$ cat src/rtl/i2c_uart_pkg.sv
// Shared types and helpers for the I2C-result-to-UART frame scheduler.
//   tx_frame_t     : {addr, mode, data} frame at the default widths (AW=8, DW=16)
//   VALID_PC/DEF   : i2c_valid_instr codes for PC-instruction results / default samples
//   OP_* / ENC_*   : one-hot op inputs and their 2-bit encodings in toPC_mode[1:0]
//   fail_compress  : folds the 7 controller failure flags into the 6 mode bits
//   op_encode      : one-hot op -> 2-bit code, anything not one-hot -> rd1 code
package i2c_uart_pkg;

    localparam int PKG_AW = 8;
    localparam int PKG_DW = 16;

    localparam logic [1:0] VALID_PC  = 2'b11;
    localparam logic [1:0] VALID_DEF = 2'b01;

    localparam logic [3:0] OP_RD1 = 4'b0001;
    localparam logic [3:0] OP_RD2 = 4'b0010;
    localparam logic [3:0] OP_WR1 = 4'b0100;
    localparam logic [3:0] OP_WR2 = 4'b1000;

    localparam logic [1:0] ENC_RD1 = 2'b00;
    localparam logic [1:0] ENC_RD2 = 2'b01;
    localparam logic [1:0] ENC_WR1 = 2'b10;
    localparam logic [1:0] ENC_WR2 = 2'b11;

    typedef struct packed {
        logic [PKG_AW-1:0] addr;
        logic [7:0]        mode;
        logic [PKG_DW-1:0] data;
    } tx_frame_t;

    // Flags 6 and 2 share one mode bit; the rest map straight through.
    function automatic logic [5:0] fail_compress(input logic [6:0] f);
        return {f[6] | f[2], f[5:3], f[1:0]};
    endfunction

    function automatic logic [1:0] op_encode(input logic [3:0] op);
        logic [1:0] enc;
        case (op)
            OP_RD1:  enc = ENC_RD1;
            OP_RD2:  enc = ENC_RD2;
            OP_WR1:  enc = ENC_WR1;
            OP_WR2:  enc = ENC_WR2;
            default: enc = ENC_RD1;
        endcase
        return enc;
    endfunction

endpackage

$ cat src/rtl/frame_fifo.sv
// Synchronous FIFO of frames with asynchronous active-high reset.
//   clk, reset : clock / async reset (pointers cleared, storage left as-is)
//   push, din  : write request and frame; accepted when not full, or when a
//                pop happens in the same cycle (full FIFO read+write)
//   pop, dout  : read request and head-of-queue frame (dout is combinational)
//   full/empty : status flags; level : number of stored entries
// DEPTH must be a power of two, >= 2; pointers carry one wrap bit so that
// full and empty are distinguished without a separate counter.
module frame_fifo
    import i2c_uart_pkg::*;
#(
    parameter type T     = tx_frame_t,
    parameter int  DEPTH = 4
) (
    input  logic                   clk,
    input  logic                   reset,
    input  logic                   push,
    input  T                       din,
    input  logic                   pop,
    output T                       dout,
    output logic                   full,
    output logic                   empty,
    output logic [$clog2(DEPTH):0] level
);

    localparam int PW = $clog2(DEPTH);

    T                mem [DEPTH];
    logic [PW:0]     wptr;
    logic [PW:0]     rptr;
    logic            do_push;
    logic            do_pop;

    assign empty   = (wptr == rptr);
    assign full    = (wptr[PW] != rptr[PW]) && (wptr[PW-1:0] == rptr[PW-1:0]);
    assign level   = wptr - rptr;
    assign do_pop  = pop && !empty;
    assign do_push = push && (!full || do_pop);
    assign dout    = mem[rptr[PW-1:0]];

    always_ff @(posedge clk or posedge reset) begin
        if (reset) begin
            wptr <= '0;
            rptr <= '0;
        end else begin
            if (do_push) wptr <= wptr + (PW+1)'(1);
            if (do_pop)  rptr <= rptr + (PW+1)'(1);
        end
    end

    always_ff @(posedge clk) begin
        if (do_push) mem[wptr[PW-1:0]] <= din;
    end

endmodule

$ cat src/rtl/i2c_uart_tx_scheduler.sv
// Schedules I2C controller results as {address, mode, data} frames to the UART.
//   clk, reset           : clock, asynchronous active-high reset
//   i2c_data_rdy         : one-cycle strobe, result valid this cycle
//   i2c_valid_instr      : 11 = PC instruction (queued losslessly in the FIFO),
//                          01 = default sample (latest-value slot), else ignored
//   i2c_retrieved_data, i2c_instr_address, i2c_op_info[3:0], failure_signal
//                        : result payload, encoded into a frame on capture
//   frame_ready          : UART accepts the frame this cycle
//   clear_status         : clears overflow_sticky and drop_count (wins over events)
//   frame_valid, toPC_*  : output frame register
//   full/empty_i2cbuffer, fifo_level : PC-result FIFO status
//   overflow_sticky      : a PC result was dropped because the FIFO was full
//   drop_count           : default samples overwritten before being sent (saturating)
//
// Output handshake: a frame transfers on any cycle where frame_valid and
// frame_ready are both high. Once frame_valid rises, the frame fields stay
// constant until that transfer; a new frame may load in the same cycle as the
// transfer, so frames can go out back-to-back with no idle cycle.
module i2c_uart_tx_scheduler
    import i2c_uart_pkg::*;
#(
    parameter int DW           = 16,
    parameter int AW           = 8,
    parameter int DEPTH        = 4,
    parameter int MAX_PC_BURST = 4,
    parameter int CNT_W        = 8
) (
    input  logic                   clk,
    input  logic                   reset,
    input  logic                   i2c_data_rdy,
    input  logic [1:0]             i2c_valid_instr,
    input  logic [DW-1:0]          i2c_retrieved_data,
    input  logic [AW-1:0]          i2c_instr_address,
    input  logic [7:0]             i2c_op_info,
    input  logic [6:0]             failure_signal,
    input  logic                   frame_ready,
    input  logic                   clear_status,
    output logic                   frame_valid,
    output logic [AW-1:0]          toPC_address,
    output logic [7:0]             toPC_mode,
    output logic [DW-1:0]          toPC_data,
    output logic                   full_i2cbuffer,
    output logic                   empty_i2cbuffer,
    output logic [$clog2(DEPTH):0] fifo_level,
    output logic                   overflow_sticky,
    output logic [CNT_W-1:0]       drop_count
);

    typedef struct packed {
        logic [AW-1:0] addr;
        logic [7:0]    mode;
        logic [DW-1:0] data;
    } frame_t;

    localparam int BW = $clog2(MAX_PC_BURST + 1);

    frame_t          pc_frame;
    frame_t          def_frame;
    frame_t          fifo_dout;
    frame_t          slot_q;
    frame_t          out_q;
    logic            pending_q;
    logic [BW-1:0]   burst_q;

    logic            pc_strobe;
    logic            def_strobe;
    logic            out_free;
    logic            sel_fifo;
    logic            sel_slot;
    logic            fifo_full;
    logic            fifo_empty;
    logic            overflow_evt;
    logic            drop_evt;
    logic            unused_op_hi;

    assign unused_op_hi = ^i2c_op_info[7:4];

    assign pc_strobe  = i2c_data_rdy && (i2c_valid_instr == VALID_PC);
    assign def_strobe = i2c_data_rdy && (i2c_valid_instr == VALID_DEF);

    assign pc_frame  = '{addr: i2c_instr_address,
                         mode: {fail_compress(failure_signal), op_encode(i2c_op_info[3:0])},
                         data: i2c_retrieved_data};
    assign def_frame = '{addr: '0,
                         mode: {fail_compress(failure_signal), ENC_RD2},
                         data: i2c_retrieved_data};

    // PC frames win unless a default sample has waited through MAX_PC_BURST
    // consecutive PC frames; the burst count only advances while one is pending.
    assign out_free = !frame_valid || frame_ready;
    assign sel_fifo = out_free && !fifo_empty &&
                      (!pending_q || (burst_q < BW'(MAX_PC_BURST)));
    assign sel_slot = out_free && !sel_fifo && pending_q;

    // A full FIFO still takes a write when it is popped in the same cycle.
    assign overflow_evt = pc_strobe && fifo_full && !sel_fifo;
    assign drop_evt     = def_strobe && pending_q && !sel_slot;

    frame_fifo #(
        .T     (frame_t),
        .DEPTH (DEPTH)
    ) u_fifo (
        .clk   (clk),
        .reset (reset),
        .push  (pc_strobe),
        .din   (pc_frame),
        .pop   (sel_fifo),
        .dout  (fifo_dout),
        .full  (fifo_full),
        .empty (fifo_empty),
        .level (fifo_level)
    );

    // Output register
    always_ff @(posedge clk or posedge reset) begin
        if (reset) begin
            frame_valid <= 1'b0;
            out_q       <= '0;
        end else if (out_free) begin
            if (sel_fifo) begin
                frame_valid <= 1'b1;
                out_q       <= fifo_dout;
            end else if (sel_slot) begin
                frame_valid <= 1'b1;
                out_q       <= slot_q;
            end else begin
                frame_valid <= 1'b0;
            end
        end
    end

    // Default-sample slot and starvation counter. A new sample arriving in the
    // cycle the slot is unloaded becomes the next pending sample.
    always_ff @(posedge clk or posedge reset) begin
        if (reset) begin
            pending_q <= 1'b0;
            slot_q    <= '0;
            burst_q   <= '0;
        end else begin
            if (def_strobe) begin
                pending_q <= 1'b1;
                slot_q    <= def_frame;
            end else if (sel_slot) begin
                pending_q <= 1'b0;
            end

            if (sel_fifo) begin
                burst_q <= pending_q ? burst_q + BW'(1) : '0;
            end else if (sel_slot) begin
                burst_q <= '0;
            end
        end
    end

    // Status
    always_ff @(posedge clk or posedge reset) begin
        if (reset) begin
            overflow_sticky <= 1'b0;
            drop_count      <= '0;
        end else if (clear_status) begin
            overflow_sticky <= 1'b0;
            drop_count      <= '0;
        end else begin
            if (overflow_evt) overflow_sticky <= 1'b1;
            if (drop_evt && (drop_count != {CNT_W{1'b1}})) drop_count <= drop_count + CNT_W'(1);
        end
    end

    assign toPC_address    = out_q.addr;
    assign toPC_mode       = out_q.mode;
    assign toPC_data       = out_q.data;
    assign full_i2cbuffer  = fifo_full;
    assign empty_i2cbuffer = fifo_empty;

endmodule

$ cat config.mk
export PLATFORM = sky130hd
export DESIGN_NAME = i2c_uart_tx_scheduler
export DESIGN_NICKNAME = d
export VERILOG_FILES = /design/src/rtl/i2c_uart_pkg.sv /design/src/rtl/frame_fifo.sv /design/src/rtl/i2c_uart_tx_scheduler.sv
export SDC_FILE = /design/constraint.sdc
export NUM_CORES = 1
export LEC_CHECK = 0
export CORE_ASPECT_RATIO = 0.8
export CORE_MARGIN = 2
export CORE_UTILIZATION = 37
export CTS_CLUSTER_DIAMETER = 30
export CTS_CLUSTER_SIZE = 24
export DETAILED_ROUTE_END_ITERATION = 8
export MAX_ROUTING_LAYER = met4
export PLACE_DENSITY = 0.62
export SYNTH_ARGS = -nofsm -noshare
export SYNTH_HDL_FRONTEND = slang
export SYNTH_SLANG_ARGS = --single-unit
$ cat constraint.sdc
create_clock -name clk -period 3.6 [get_ports clk]
set_input_delay 0.72 -clock clk [delete_from_list [all_inputs] [get_ports clk]]
set_output_delay 0.72 -clock clk [all_outputs]
set_load 0.02 [all_outputs]
Word level (Yosys, flattened, before mapping). Memory sizes are Yosys's and may differ from the RTL's. Cells that the tools add are included. Widths: inputs -> output; s select.

Register bits after elaboration: 75. Bits in writable memories: 128. Input port bits: 46. Output and inout port bits: 47. Memories kept: 1.

$add $sub $neg: 5. Order comparisons: 1. Eq/ne operators: 9. Mux-type cells: 16. Bitwise logic cells: 1. Reduce and logical (&&, ||, !) cells: 28.

Memories: u_fifo.mem (depth 4, bits a word 32, read ports 1, clocked after memory_dff 0, wr ports 1, line frame_fifo.sv:28) `T mem [DEPTH];`.

Operators with widths (number): $mux 32 (2); $mux 8 (2); $logic_and 1x1->1 (14); $add 3x1->3 const B (3); $mux 3 (3); $add 8x1->8 const B (1); $mux 1 (8); $ne 8x8->1 const B (1); $reduce_bool 2->1 (4); $logic_not 1->1 (6); $pmux 2 s3 (1); $eq 4x2->1 const B (1); $eq 4x3->1 const B (1); $eq 4x4->1 const B (1); $eq 3x3->1 (1); $logic_or 1x1->1 (3); $lt 3x3->1 const B (1); $sub 3x3->3 (1); $eq 2x1->1 const B (1); $eq 2x2->1 (1); $eq 2x2->1 const B (1); $reduce_and 2->1 (1); $ne 1x1->1 (1); $or 1x1->1 (1).

Longest topological paths before layout. Gate-level depths: netlist (run 1).

Depth in word-level cells: 12. Depth in mapped cells: 11. Depth with buffers taken out: 6.

By module. A second synthesis (run 1) with hierarchy kept.

Cell total of the unflattened synthesis: 490. Area, all modules: 8054.0 µm².

By module, submodules not included: frame_fifo (instances 1, cells an instance 214, area an instance 5071.1 µm²); i2c_uart_tx_scheduler (instances 1, cells an instance 276, area an instance 2982.9 µm²).

Worst setup path after synthesis (run 1). OpenSTA, ideal clock, no wires.

Path type: reg2reg. Start point: register u_fifo.rptr[1]. End point: memory u_fifo.mem[0][0] in the netlist's numbering (enable). Setup time: 0.392 ns. Arrival time: 3.094 ns. Setup slack: 0.114 ns. Stages on the path, launching flop included: 11. Path buffers: 4. Period minus slack after synthesis: 3.486 ns. Cells stage by stage: dfrtp_1 -> clkbuf_1 -> clkbuf_1 -> inv_1 -> ha_1 -> and2_1 -> buf_1 -> a221o_1 -> buf_6 -> a21boi_4 -> and2_1.

Cells in the longest elaborated chain, start to end: 9.

Ends and longest elaborated chain: from (decl) (line frame_fifo.sv:30) `logic [PW:0] rptr;`; from (signal assigned) (line frame_fifo.sv:47) `if (do_pop) rptr <= rptr + (PW+1)'(1);`; $eq 3x3->1 (line frame_fifo.sv:34) `assign empty = (wptr == rptr);`; $logic_not 1->1 (line frame_fifo.sv:37, i2c_uart_tx_scheduler.sv:91); $logic_and 1x1->1 (2 in series) (line i2c_uart_tx_scheduler.sv:91) `assign sel_fifo = out_free && !fifo_empty &&`; $logic_and 1x1->1 (line frame_fifo.sv:37) `assign do_pop = pop && !empty;`; $logic_or 1x1->1 (*) (line frame_fifo.sv:38) `assign do_push = push && (!full || do_pop);`; $logic_and 1x1->1 (*) (line frame_fifo.sv:38); $mux 1 (*) (line frame_fifo.sv:52) `if (do_push) mem[wptr[PW-1:0]] <= din;`; $mux 1 (implied by the code) (*) (line frame_fifo.sv:52); to (decl) (line frame_fifo.sv:28).

Every way passes the cells marked *; elsewhere a longest branch is shown, timed or not.

Worst setup path in the final report (run 1).
Start point: register u_fifo.wptr[0]. End point: output full_i2cbuffer.

Cells in the longest elaborated chain, start to end: 2.

Ends and longest elaborated chain: from (decl) (line frame_fifo.sv:29) `logic [PW:0] wptr;`; from (signal assigned) (line frame_fifo.sv:46) `if (do_push) wptr <= wptr + (PW+1)'(1);`; $eq 2x2->1 (line frame_fifo.sv:35) `assign full = (wptr[PW] != rptr[PW]) && (wptr[PW-1:0] == rptr[PW-1:0]);`; $logic_and 1x1->1 (line frame_fifo.sv:35); to (decl) (line i2c_uart_tx_scheduler.sv:42) `output logic full_i2cbuffer,`.

Every way passes these cells.

==> results of run 1 <==
==> power by group <==
part           leakage [nW]  switching [mW]  internal [mW]  total (mW)
clock network         0.674            1.21           2.58        3.79
registers              2.05           0.223           2.88        3.10
logic                  1.21            1.46           1.19        2.65
total                  3.94            2.89           6.64        9.54
==> cell families (layout without fill, tap and decap cells) <==
| group | after synthesis | after routing | share of synthesized area |
|---|---|---|---|
| DFF | 203 | 203 | 0.707 |
| xor gates and xnor gates | 9 | 9 | 0.0107 |
| muxes | 61 | 61 | 0.129 |
| and+or+nand+nor | 120 | 120 | 0.0665 |
| buffers and inverters | 31 | 177 | 0.0198 |
| adders and majority gates | 10 | 10 | 0.0164 |
| AOI/OAI and AO/OA | 53 | 53 | 0.0507 |
==> registers in the layout, summed over array words and instances, names as in the netlist <==
signal / cells
u_fifo.wptr: 3
u_fifo.mem: 128
burst_q: 3
pending_q: 1
u_fifo.rptr: 3
slot_q: 23
overflow_sticky: 1
toPC_address: 8
frame_valid: 1
drop_count: 8
toPC_data: 16
toPC_mode: 8
==> through the flow <==
step           total power [mW]  cell area (um^2)  instances
6_report                   9.54             10700        908
5_1_grt                    9.98             10700        908
4_1_cts                    9.67             10700        908
3_5_place_dp               5.84              9270        834
3_3_place_gp               5.78              9270        834
2_1_floorplan              4.85              8100        487
==> layer usage <==
metal	vias up	global-route usage	part of all wire
li1	2099	-	-
met1	2363	0.203	0.45
met2	105	0.258	0.49
met3	26	0.0370	0.048
met4	0	0.0532	0.016
met5	-	-	0
==> cells in the mapped netlist, drive strengths merged, types with 2 or more instances <==
master  count
o31ai       4
mux4       32
nor4        5
a21oi       5
a22o        9
dfrtp      75
clkbuf     10
nand3       3
xnor2       7
nor2b       7
a31oi      24
nand4       3
nor3        3
xor2        2
ha          9
buf        14
nor2       32
inv         7
edfxtp    128
nand2b      2
o21ai       2
and2        5
and3        2
mux2       29
nand2      54
==> worst min path at each step <==
| stage | startpoint | endpoint | slack (ps) | cells past startpoint |
|---|---|---|---|---|
| 2_1_floorplan | slot_q[16] | slot_q[16] | 430 | 1 |
| 3_3_place_gp | slot_q[16] | slot_q[16] | 450 | 1 |
| 3_5_place_dp | slot_q[16] | slot_q[16] | 450 | 1 |
| 4_1_cts | slot_q[16] | slot_q[16] | 490 | 1 |
| 5_1_grt | slot_q[12] | slot_q[12] | 510 | 1 |
| 6_report | slot_q[16] | slot_q[16] | 480 | 1 |
==> cell type report <==
class,count,share of cell area
repair buffers,96,0.0882
multi-input cells,253,0.209
well taps,275,0.0322
inverters,7,0.00258
clock buffers,52,0.102
clock inverters,22,0.0298
flip-flops and latches,203,0.536
==> worst reg2reg max path: stages (launching register included) <==
cell and delay (ps):
sky130_fd_sc_hd__dfrtp_1 400, sky130_fd_sc_hd__inv_1 150, sky130_fd_sc_hd__ha_1 280, sky130_fd_sc_hd__and2_1 240
sky130_fd_sc_hd__a221o_1 410, sky130_fd_sc_hd__a21boi_4 210, sky130_fd_sc_hd__and2_2 820
==> summary by stage, run 1 <==
Status
The run finished with clean final reports.

Layout
The share of post-route cells with drive strength above 1 is 0.232. Measured on the finished design, the core utilization comes to 0.496. The total area of multi-input combinational cells is 2230 um^2. Leaving out fill and tap cells, the most frequent cell in the layout is sky130_fd_sc_hd__edfxtp_1. The repair_antennas step left the layout with diodes totalling 0. The synthesis-to-finish area growth is 31.8%.

The layout has 1782 filler cells. Leaving out fill and tap cells, the most frequent cells in the layout are 128 x sky130_fd_sc_hd__edfxtp_1, 88 x sky130_fd_sc_hd__clkdlybuf4s50_1, 73 x sky130_fd_sc_hd__dfrtp_1. The count of nets after finishing is 657. In the final layout, flip-flops and latches occupy 5720 um^2.

STA
The clock period could shrink to ~3200 ps. Once routing completed, OpenROAD measured the worst setup slack at 387 ps. Setup violations remaining at the end of the flow were counted as 0.

Based on the critical path, the design can be clocked at up to 311 MHz. Setup repair after global routing left no endpoint under its margin. The final-report max-slew violation count is 0. The number of failing hold endpoints at the final stage came to 0. For the pin with the worst max-slew slack, the measured transition is 1150 ps. Dividing the final minimum period by the clock period gives 0.892.

The worst hold slack is approximately 480 ps. The worst slew margin relative to its limit is 0.226. The final clock skew is 24.6 ps. The post-route setup TNS is 0 ps.

Synthesis
Each instance of the synthesized netlist takes up on average 16.6 um^2. During synthesis, Yosys emitted a total of 0 warnings. Counting flops with an async set or reset pin after synthesis yields a share of 0.369.

The portion of synthesized cell area occupied by the leading cell type is 0.475. The share of the Yosys chip area taken by registers is 0.707. Yosys mapped the design onto 46 distinct sky130hd cell types.

The count of flip-flops with a built-in enable after synthesis is 128. The biggest area consumer among synthesized cells is sky130_fd_sc_hd__edfxtp_1. The commonest register cell after synthesis is sky130_fd_sc_hd__edfxtp_1. By area the synthesized netlist is led by sky130_fd_sc_hd__edfxtp_1 47%, sky130_fd_sc_hd__dfrtp_1 23%, sky130_fd_sc_hd__mux4_2 8.9%, sky130_fd_sc_hd__mux2_2 3.9%, sky130_fd_sc_hd__nand2_1 2.5%. The area of the mapped netlist is 8100 um^2.

The post-synthesis register bit count is 203. The synthesized net count is ~540. In the synthesized netlist, the number of instances is roughly 500.

Clock network
The clock tree synthesis step divided the H-tree into 2 levels. Clock tree synthesis inserted a total of 40 buffers. The clock transition at the registers of the reported paths is 50 ps.

Buffers added to address setup during post-CTS repair amount to 0. The clock passes through at most 3 buffers. TritonCTS built the clock tree. The hold buffer count at cts is 0. The clock net in this run drives a total of a little over 200 sinks. The root buffer cell is sky130_fd_sc_hd__clkbuf_16.

Gates resized during post-CTS repair numbered 0. At the later pin of the worst-skew pair, clock insertion delay measures between 500 and 600 ps.

Worst setup path
The endpoint identified for the worst register-to-register timing path is u_fifo.mem[1][22]. The critical path endpoint is full_i2cbuffer. The critical path required time is roughly 2900 ps. The dominant delay contributor by cell family on the critical path is buffers and inverters. STA classifies the critical path endpoint as a primary output. Across all register-to-register paths, the minimum setup slack is 700 ps. At the worst endpoint, the arrival time is 2490 ps. The worst register-to-register path begins at u_fifo.wptr[0]. Together, buffers and inverters on the worst path number 2. The source of the critical timing path is u_fifo.wptr[0]. The slowest stage of the critical path belongs to the cell sky130_fd_sc_hd__clkdlybuf4s50_1. STA classifies the critical path startpoint as a register. Along the worst path, the maximum fanout reaches 5. In this run the number of cells on the critical path is 5.

Traced cell by cell, the critical path runs through inv_1 -> ha_1 -> nand2_1 -> nor2_1 -> clkdlybuf4s50_1. The worst register-to-register path has a depth of 6. The critical path's largest stage delay is 690 ps. The startpoint-to-endpoint class of the critical path is reg2out.

Power and ir drop
Power spread over the standard cell area amounts to 894 nW/um^2. The cell leakage power is 3.94 nW. Across the VDD grid, the largest voltage drop is ~0.44 mV.

Floorplan
The starting utilization of the core area is 0.377. The area of the core is 21500 um^2. The I/O pin count is 93. The area enclosed by the die boundary is 23100 um^2. The floorplan has 48 rows. The die is 136 um tall. In this run the horizontal extent of the chip is 169 um.

Placed design
In this run the tool buffered the top-level ports with slightly below 90 buffer cells. The worst setup timing slack at the placement stage is 435 ps. The last weighted congestion value of the routability-driven placer is 0.765. Once detailed placement completed, the half-perimeter wirelength came to 9740 um.

Detailed routing
Using the TritonRoute via totals, the vias-per-cell ratio works out to 5.06. The number of antenna-violating nets in the routed design is 0. Wires add up to 17100 um. The number of vias in the routed layout is about 4600. Dividing the detail-routed wire length by the instance count gives 18.9 um. The pre-antenna-repair detailed-routing pass consisted of 5 iterations.

After detailed routing, the number of remaining DRC violations is 0. The detailed router finished its first iteration with 298 violations.

Global routing
The initial antenna violation count came to 0. The total routing usage reported by global routing is 0.160. The first global-routing pass estimated around 27000 um of wire. The via count of the first global-routing pass was 4902. The total congestion overflow is 0. The pin count of the biggest net entering global routing is 37.

Flow run
Across the run, the number of max-cap violations was 0.

Min path
The type of the most critical hold path is reg2reg.
Note: power is estimated with default switching activity, not from simulation.
==> inputs of run 2 (changes only) <==
Settings changed: CORE_MARGIN 2 to unset, GPL_TIMING_DRIVEN set to 0.
==> run 2 against run 1 <==
Total power shrank 0.94%. Clock power down 6.6%. Non-clock buffer count up 20.
==> summary by stage, run 2 (synthesis results as in run 1) <==
Power and ir drop
The power consumption is 9.45 mW (-0.94%). The cell leakage power came to 3.96 nW (+0.75%). The maximum ir drop on the vdd rail is 0.325 mV (-27%).

The internal cell power is 6.53 mW (-1.7%). The proportion of power drawn by flip-flops and latches came to 0.331 (+0.006). The relative contribution of combinational cells to total power is 0.295 (+0.018). The switching fraction of total power was 0.308 (+0.00510). The power density over the cells is 879 nW/um^2 (-1.7%). The fraction of power consumed by the clock network is 0.375 (-0.022). The net switching component of the power is 2.91 mW (+0.73%).

Placed design
The post-detailed-placement half-perimeter wirelength is 11600 um (+19%). The last weighted congestion value of the routability-driven placer was 0.755 (-1.2%). The number of port buffers is 88 (unchanged). The worst setup timing slack at the placement stage is -328 ps (-764 ps). The number of instances in the placed design was 855 (+2.5%).

STA
Setup repair after global routing left no endpoint under its margin. The final-report max-slew violation count is 0 (unchanged). The highest clock frequency the design can meet is 291 MHz (-6.6%). The worst-case setup margin in the final layout is 161 ps (-226 ps). The final clock skew came to 14.3 ps (-10.3 ps). The number of failing hold endpoints at the final stage came to 0 (unchanged). The post-route fraction of the period consumed by the critical path is 0.955 (+0.0627). The worst hold slack is 495 ps (+18.8 ps). The count of final setup violators was 0 (unchanged). The actual slew at the worst max-slew pin is 888 ps (-266 ps). The worst slew margin relative to its limit is 0.403 (+0.177). The minimum clock period after layout was 3440 ps (+226 ps).

Worst setup path
The top fanout value on the critical path is 10 (+5). The kind of capture point of the worst setup path is a primary output. The critical register-to-register path endpoint is u_fifo.mem[1][9]. The depth of the worst register-to-register path is 10 (+4).

In this run the worst setup path terminates at full_i2cbuffer. The startpoint of the worst register-to-register path is u_fifo.rptr[1]. The source of the critical timing path is u_fifo.rptr[1]. The critical path in this run is classified as reg2out.

The kind of start point of the critical path is a register. The critical path required time was 2880 ps (about the same). The flop-to-flop setup slack was 280 ps (-420 ps). The critical path arrival was 2720 ps (+230 ps).

Clock network
The source-to-sink clock delay at the later pin of the worst-skew pair is 510 ps (about the same). The deepest clock path buffer count is 3 (unchanged). The clock transition at the registers of the reported paths is 50 ps (about the same). The total setup buffers inserted after CTS was 0 (unchanged). The clock sink total is 203 (unchanged).

The number of CTS-inserted buffers is 37 (-7.5%). The TritonCTS clock tree is built. The root buffer cell is sky130_fd_sc_hd__clkbuf_16. The number of H-tree levels came to 2 (unchanged).

Flow run
The total of max-cap violations is 0 (unchanged).

Global routing
The total congestion overflow is 0 (unchanged). The initial antenna violation count is 0 (unchanged). The pin count of the biggest net entering global routing came to 59 (+59%).

The wire length of the first global-routing pass was 29000 um (+6.7%). The via count of the first global-routing pass is 5047 (+3.0%). The total routing usage reported by global routing came to 0.176 (+0.0160).

Layout
The synthesis-to-finish area growth is 32.8%. The number of standard cells in the final layout excluding fillers is 922 (+1.5%). The most common cell after layout, fill and taps aside is sky130_fd_sc_hd__edfxtp_1. The share of post-route cells with drive strength above 1 came to 0.236 (+0.00425). The core occupancy in the finished layout is 0.500 (+0.00361).

The count of nets after finishing is 674 (+2.6%). The total inserted antenna cells came to 0 (unchanged). The number of flip-flops in the largest register came to 128 (unchanged).

The filler cell count in the final layout is 1808 (+1.5%). The library cells used most frequently in the layout, excluding fill and tap cells, are 128 x sky130_fd_sc_hd__edfxtp_1, 88 x sky130_fd_sc_hd__clkdlybuf4s50_1, 74 x sky130_fd_sc_hd__dfrtp_1.

Detailed routing
The number of vias in the routed layout is 4743 (+3.3%). The number of antenna-violating nets in the routed design is 0 (unchanged). The detailed router's first-iteration violation count came to 323 (+8.4%).

The post-detailed-route via-to-cell ratio came to 5.14 (+1.7%). The final routed DRC violation total is 0 (unchanged). The wire length per cell was 19.8 um (+4.9%). The final wirelength is 18300 um (+6.5%). The number of iterations in the first detailed-routing pass is 4 (-1).

Floorplan
The die boundary height was 134 um (-1.5%). The I/O pin count is 93 (unchanged). The horizontal extent of the die is 167 um (-1.2%). The area enclosed by the die boundary is 22500 um^2 (-2.6%).

The area of the core is 21500 um^2 (unchanged). The starting utilization of the core area is 0.377 (unchanged). The number of rows created at floorplan is 48 (unchanged).

Status
The run finished with clean final reports.

Min path
In this run the worst hold path is classified as reg2reg.
run 2: routing by layer:
metal	vias to the layer above	track usage	wire (um)
li1	2138	-	-
met1	2428	0.231	8130
met2	139	0.279	8860
met3	38	0.0339	909
met4	0	0.0566	357
met5	-	-	0
run 2: timing repair:
item | in CTS | in global routing
setup endpoints to repair | 131 | 2
gates resized for setup | 3 | 2
endpoints found under the hold margin | 0 | 0
pin swaps | 0 | 0
hold buffers | 0 | 0
run 2: power by group through the flow:
stage	clock network [mW]	logic [mW]	registers, mW
after floorplan	0	1.53	3.32
after global placement	0	2.76	3.14
after detailed placement	0	2.84	3.15
after CTS	3.60	2.84	3.13
after global routing	3.71	3.02	3.16
final	3.54	2.78	3.12
run 2: stage by stage:
stage,instance area (um^2),setup TNS [ps]
finish,10800,0
global route,10800,0
CTS,10700,0
detailed placement,9460,-28000
global placement,9320,-198230
floorplan,8100,0
run 2: area by class of cell:
type	instances	area [um^2]	area share
Buffer	23	134	0.0125
Multi-Input combinational cell	253	2220	0.207
Clock inverter	23	313	0.0291
Timing Repair Buffer	93	1010	0.0940
Clock buffer	45	976	0.0908
Inverter	7	28.8	0.00268
Sequential cell	203	5720	0.532
Tap cell	275	344	0.0320
run 2: worst min path at each step:
stage                     startpoint  slack [ps]          to  depth (start not counted)
after floorplan           slot_q[16]         430  slot_q[16]                          1
final                     slot_q[16]         490  slot_q[16]                          1
after CTS                 slot_q[16]         480  slot_q[16]                          1
after global placement    slot_q[16]         450  slot_q[16]                          1
after detailed placement  slot_q[16]         460  slot_q[16]                          1
after global routing      burst_q[1]         510  burst_q[1]                          1
run 2: critical path: stages, from the launching register on:
cell and delay [ps]:
sky130_fd_sc_hd__dfrtp_2 490, sky130_fd_sc_hd__clkbuf_4 290, sky130_fd_sc_hd__inv_1 80, sky130_fd_sc_hd__ha_1 300, sky130_fd_sc_hd__nand2_1 150, sky130_fd_sc_hd__nor2_2 250, sky130_fd_sc_hd__clkdlybuf4s50_1 660
==> inputs of run 3 (changes only) <==
--- a/config.mk
+++ b/config.mk
@@ -15,2 +15,3 @@
 export PLACE_DENSITY = 0.62
+export SETUP_SLACK_MARGIN = 0.3
 export SYNTH_ARGS = -nofsm -noshare
--- a/constraint.sdc
+++ b/constraint.sdc
@@ -3,2 +3,2 @@
 set_output_delay 0.72 -clock clk [all_outputs]
-set_load 0.02 [all_outputs]
+set_load 0.01 [all_outputs]
==> run 3 against run 2 <==
Setup slack better by 250 ps. Wire length down 1.1%. Register-to-register slack better by 160 ps. Clock skew up 6.1 ps. Largest cell class unchanged. Global-route usage down 0.40 points. Count of clock-buffer cells in the layout down 4. Sequential power about the same. Critical path type unchanged. Total power down 1.5%. First-iteration DRC count up 26%. Combinational power down 5%. Final area down 0.65%.
==> summary by stage, run 3 (synthesis results as in run 1) <==
Layout
The total non-filler cell area in the finished layout is 10700 um^2 (-0.65%). The total inserted antenna cells is 0 (unchanged). The filler cell count in the final layout is 1819 (+0.61%). The core occupancy in the finished layout is 0.497 (-0.00326). The number of flip-flops in the largest register came to 128 (unchanged). Leaving out fill and tap cells, the most frequent cell in the layout is sky130_fd_sc_hd__edfxtp_1. The share of post-route cells with drive strength above 1 came to 0.230 (-0.00679). The library cells used most frequently in the layout, excluding fill and tap cells, are 128 x sky130_fd_sc_hd__edfxtp_1, 87 x sky130_fd_sc_hd__clkdlybuf4s50_1, 75 x sky130_fd_sc_hd__dfrtp_1.

The total area of sequential cells was 5720 um^2 (about the same). The total area of multi-input combinational cells is 2250 um^2 (+1.3%). The count of nets after finishing is 670 (-0.59%). Relative to the synthesized area, the layout overhead comes to 31.9%.

STA
The highest clock frequency the design can meet is 314 MHz (+7.9%). The number of failing hold endpoints at the final stage is 0 (unchanged). The post-route fraction of the period consumed by the critical path is 0.885 (-0.0698). The worst hold slack is 487 ps (-7.94 ps).

The minimum clock period after layout is 3190 ps (-251 ps). The post-route setup TNS came to 0 ps (unchanged). The worst slew margin relative to its limit came to 0.373 (-0.0298). The final clock skew is 20.4 ps (+6.09 ps). The actual slew at the worst max-slew pin is 932 ps (+44.3 ps). The count of final setup violators is 0 (unchanged). The final-report max-slew violation count is 0 (unchanged). Setup repair after global routing could not meet its margin everywhere.

Status
The flow ran to the end, and the final reports show no timing, DRC or antenna violations.

Placed design
The last weighted congestion value of the routability-driven placer is 0.802 (+6.2%). The cell area after placement is 9360 um^2 (-1.1%). The number of port buffers was 88 (unchanged). The post-detailed-placement half-perimeter wirelength is 11000 um (-4.9%).

Floorplan
The area of the core is 21500 um^2 (unchanged). The area enclosed by the die boundary is 22500 um^2 (unchanged). The starting utilization of the core area is 0.377 (unchanged).

The I/O pin count is 93 (unchanged). The number of rows created at floorplan is 48 (unchanged). The die boundary height was 134 um (unchanged). The horizontal extent of the die came to 167 um (unchanged).

Worst setup path
The critical path's slowest cell is sky130_fd_sc_hd__clkdlybuf4s50_1. STA classifies the critical path startpoint as a register. The critical path required time is 2880 ps (about the same).

The critical path goes through buf_4 -> clkbuf_8 -> inv_1 -> ha_1 -> nand2_2 -> nor2_4 -> clkdlybuf4s50_1. STA classifies the critical path endpoint as a primary output. The critical path arrival was 2470 ps (-250 ps). The top fanout value on the critical path is 10 (unchanged). The dominant delay contributor by cell family on the critical path is buffers and inverters. The startpoint-to-endpoint class of the critical path is reg2out. The critical path's largest stage delay is 540 ps (-120 ps).

The number of buffers and inverters on the critical path was 4 (+1).

Power and ir drop
The power density over the cells is 871 nW/um^2 (-0.88%). The cell leakage power is 3.97 nW (about the same). The maximum ir drop on the vdd rail came to 0.306 mV (-5.8%).

Clock network
The source-to-sink clock delay at the later pin of the worst-skew pair is 490 ps (-20 ps). The number of CTS-inserted buffers is 36 (-2.7%). The clock transition at the registers of the reported paths is 50 ps (about the same). CTS placed an instance of sky130_fd_sc_hd__clkbuf_16 at the clock tree root. The total setup buffers inserted after CTS came to 0 (unchanged). The clock sink total is 203 (unchanged).

TritonCTS built the clock tree. The deepest clock path buffer count is 3 (unchanged). The number of H-tree levels is 2 (unchanged).

Detailed routing
The detailed router's first-iteration violation count came to 406 (+26%). The final wirelength is 18100 um (-1.1%). The final routed DRC violation total is 0 (unchanged). The number of antenna-violating nets in the routed design is 0 (unchanged). The post-detailed-route via-to-cell ratio is 5.15 (about the same). The wire length per cell is 19.7 um (-0.38%). The number of vias in the routed layout was 4711 (-0.67%). The number of iterations in the first detailed-routing pass is 4 (unchanged).

Flow run
The total of max-cap violations is 0 (unchanged).

Global routing
The via count of the first global-routing pass is 4990 (-1.1%). The total congestion overflow is 0 (unchanged). The initial antenna violation count is 0 (unchanged). The pin count of the biggest net entering global routing is 41 (-31%). The total routing usage reported by global routing is 0.172 (-0.00400). The wire length of the first global-routing pass is 28200 um (-3.0%).

Min path
The tightest min-delay check is of the reg2reg type.
## run 3: changes by cell type in the layout (fill, tap and decap cells not counted), sizes merged
cell           before  now
buf                19   16
clkbuf             54   50
clkinvlp            6    2
dlymetal6s2s        0    1
inv                10    9
clkdlybuf4s50      88   87
bufinv              6    8
clkinv              8   11
## run 3: worst paths after layout
path | start | end | slack [ps] | cells after the start
worst max-delay path | u_fifo.rptr[1] | empty_i2cbuffer | 410 | 7
worst min-delay path | slot_q[16] | slot_q[16] | 490 | 1
worst max register to register | u_fifo.rptr[1] | u_fifo.mem[1][22] | 440 | 10
worst min register to register | slot_q[16] | slot_q[16] | 490 | 1
max in group asynchronous | reset | toPC_address[2] | 2360 | 3
min in group asynchronous | reset | toPC_data[13] | 640 | 2
## run 3: layer usage
metal  up-vias  part of all wire  GRT usage
met5         -                 0          -
met4         0             0.020     0.0525
met3        31             0.059     0.0354
met2       151              0.48      0.272
met1      2402              0.44      0.226
li1       2127                 -          -
## run 3: area by class of cell
cell class,instances,share of cell area
repair buffers,89,0.0853
inverters,7,0.00269
flip-flops and latches,203,0.536
well taps,275,0.0322
plain buffers,24,0.0138
multi-input cells,253,0.211
clock buffers,41,0.0890
clock inverters,23,0.0306
## run 3: through the flow
stage / cells / setup slack (ps) / power (mW)
2_1_floorplan: 487 / 446 / 4.66
3_3_place_gp: 850 / -563 / 5.69
3_5_place_dp: 851 / -534 / 5.77
4_1_cts: 915 / 340 / 9.41
5_1_grt: 915 / 266 / 9.75
6_report: 915 / 413 / 9.30
## run 3: power breakdown
part,internal (mW),total (mW),switching (mW)
Sequential,2.88,3.11,0.231
Combinational,1.28,2.65,1.37
Clock,2.46,3.55,1.09
Total,6.62,9.30,2.69
## run 3: timing repair
action	in CTS	in global routing
hold buffers	0	0
setup endpoints to repair	164	130
gates resized for setup	13	3
pin swaps	0	2
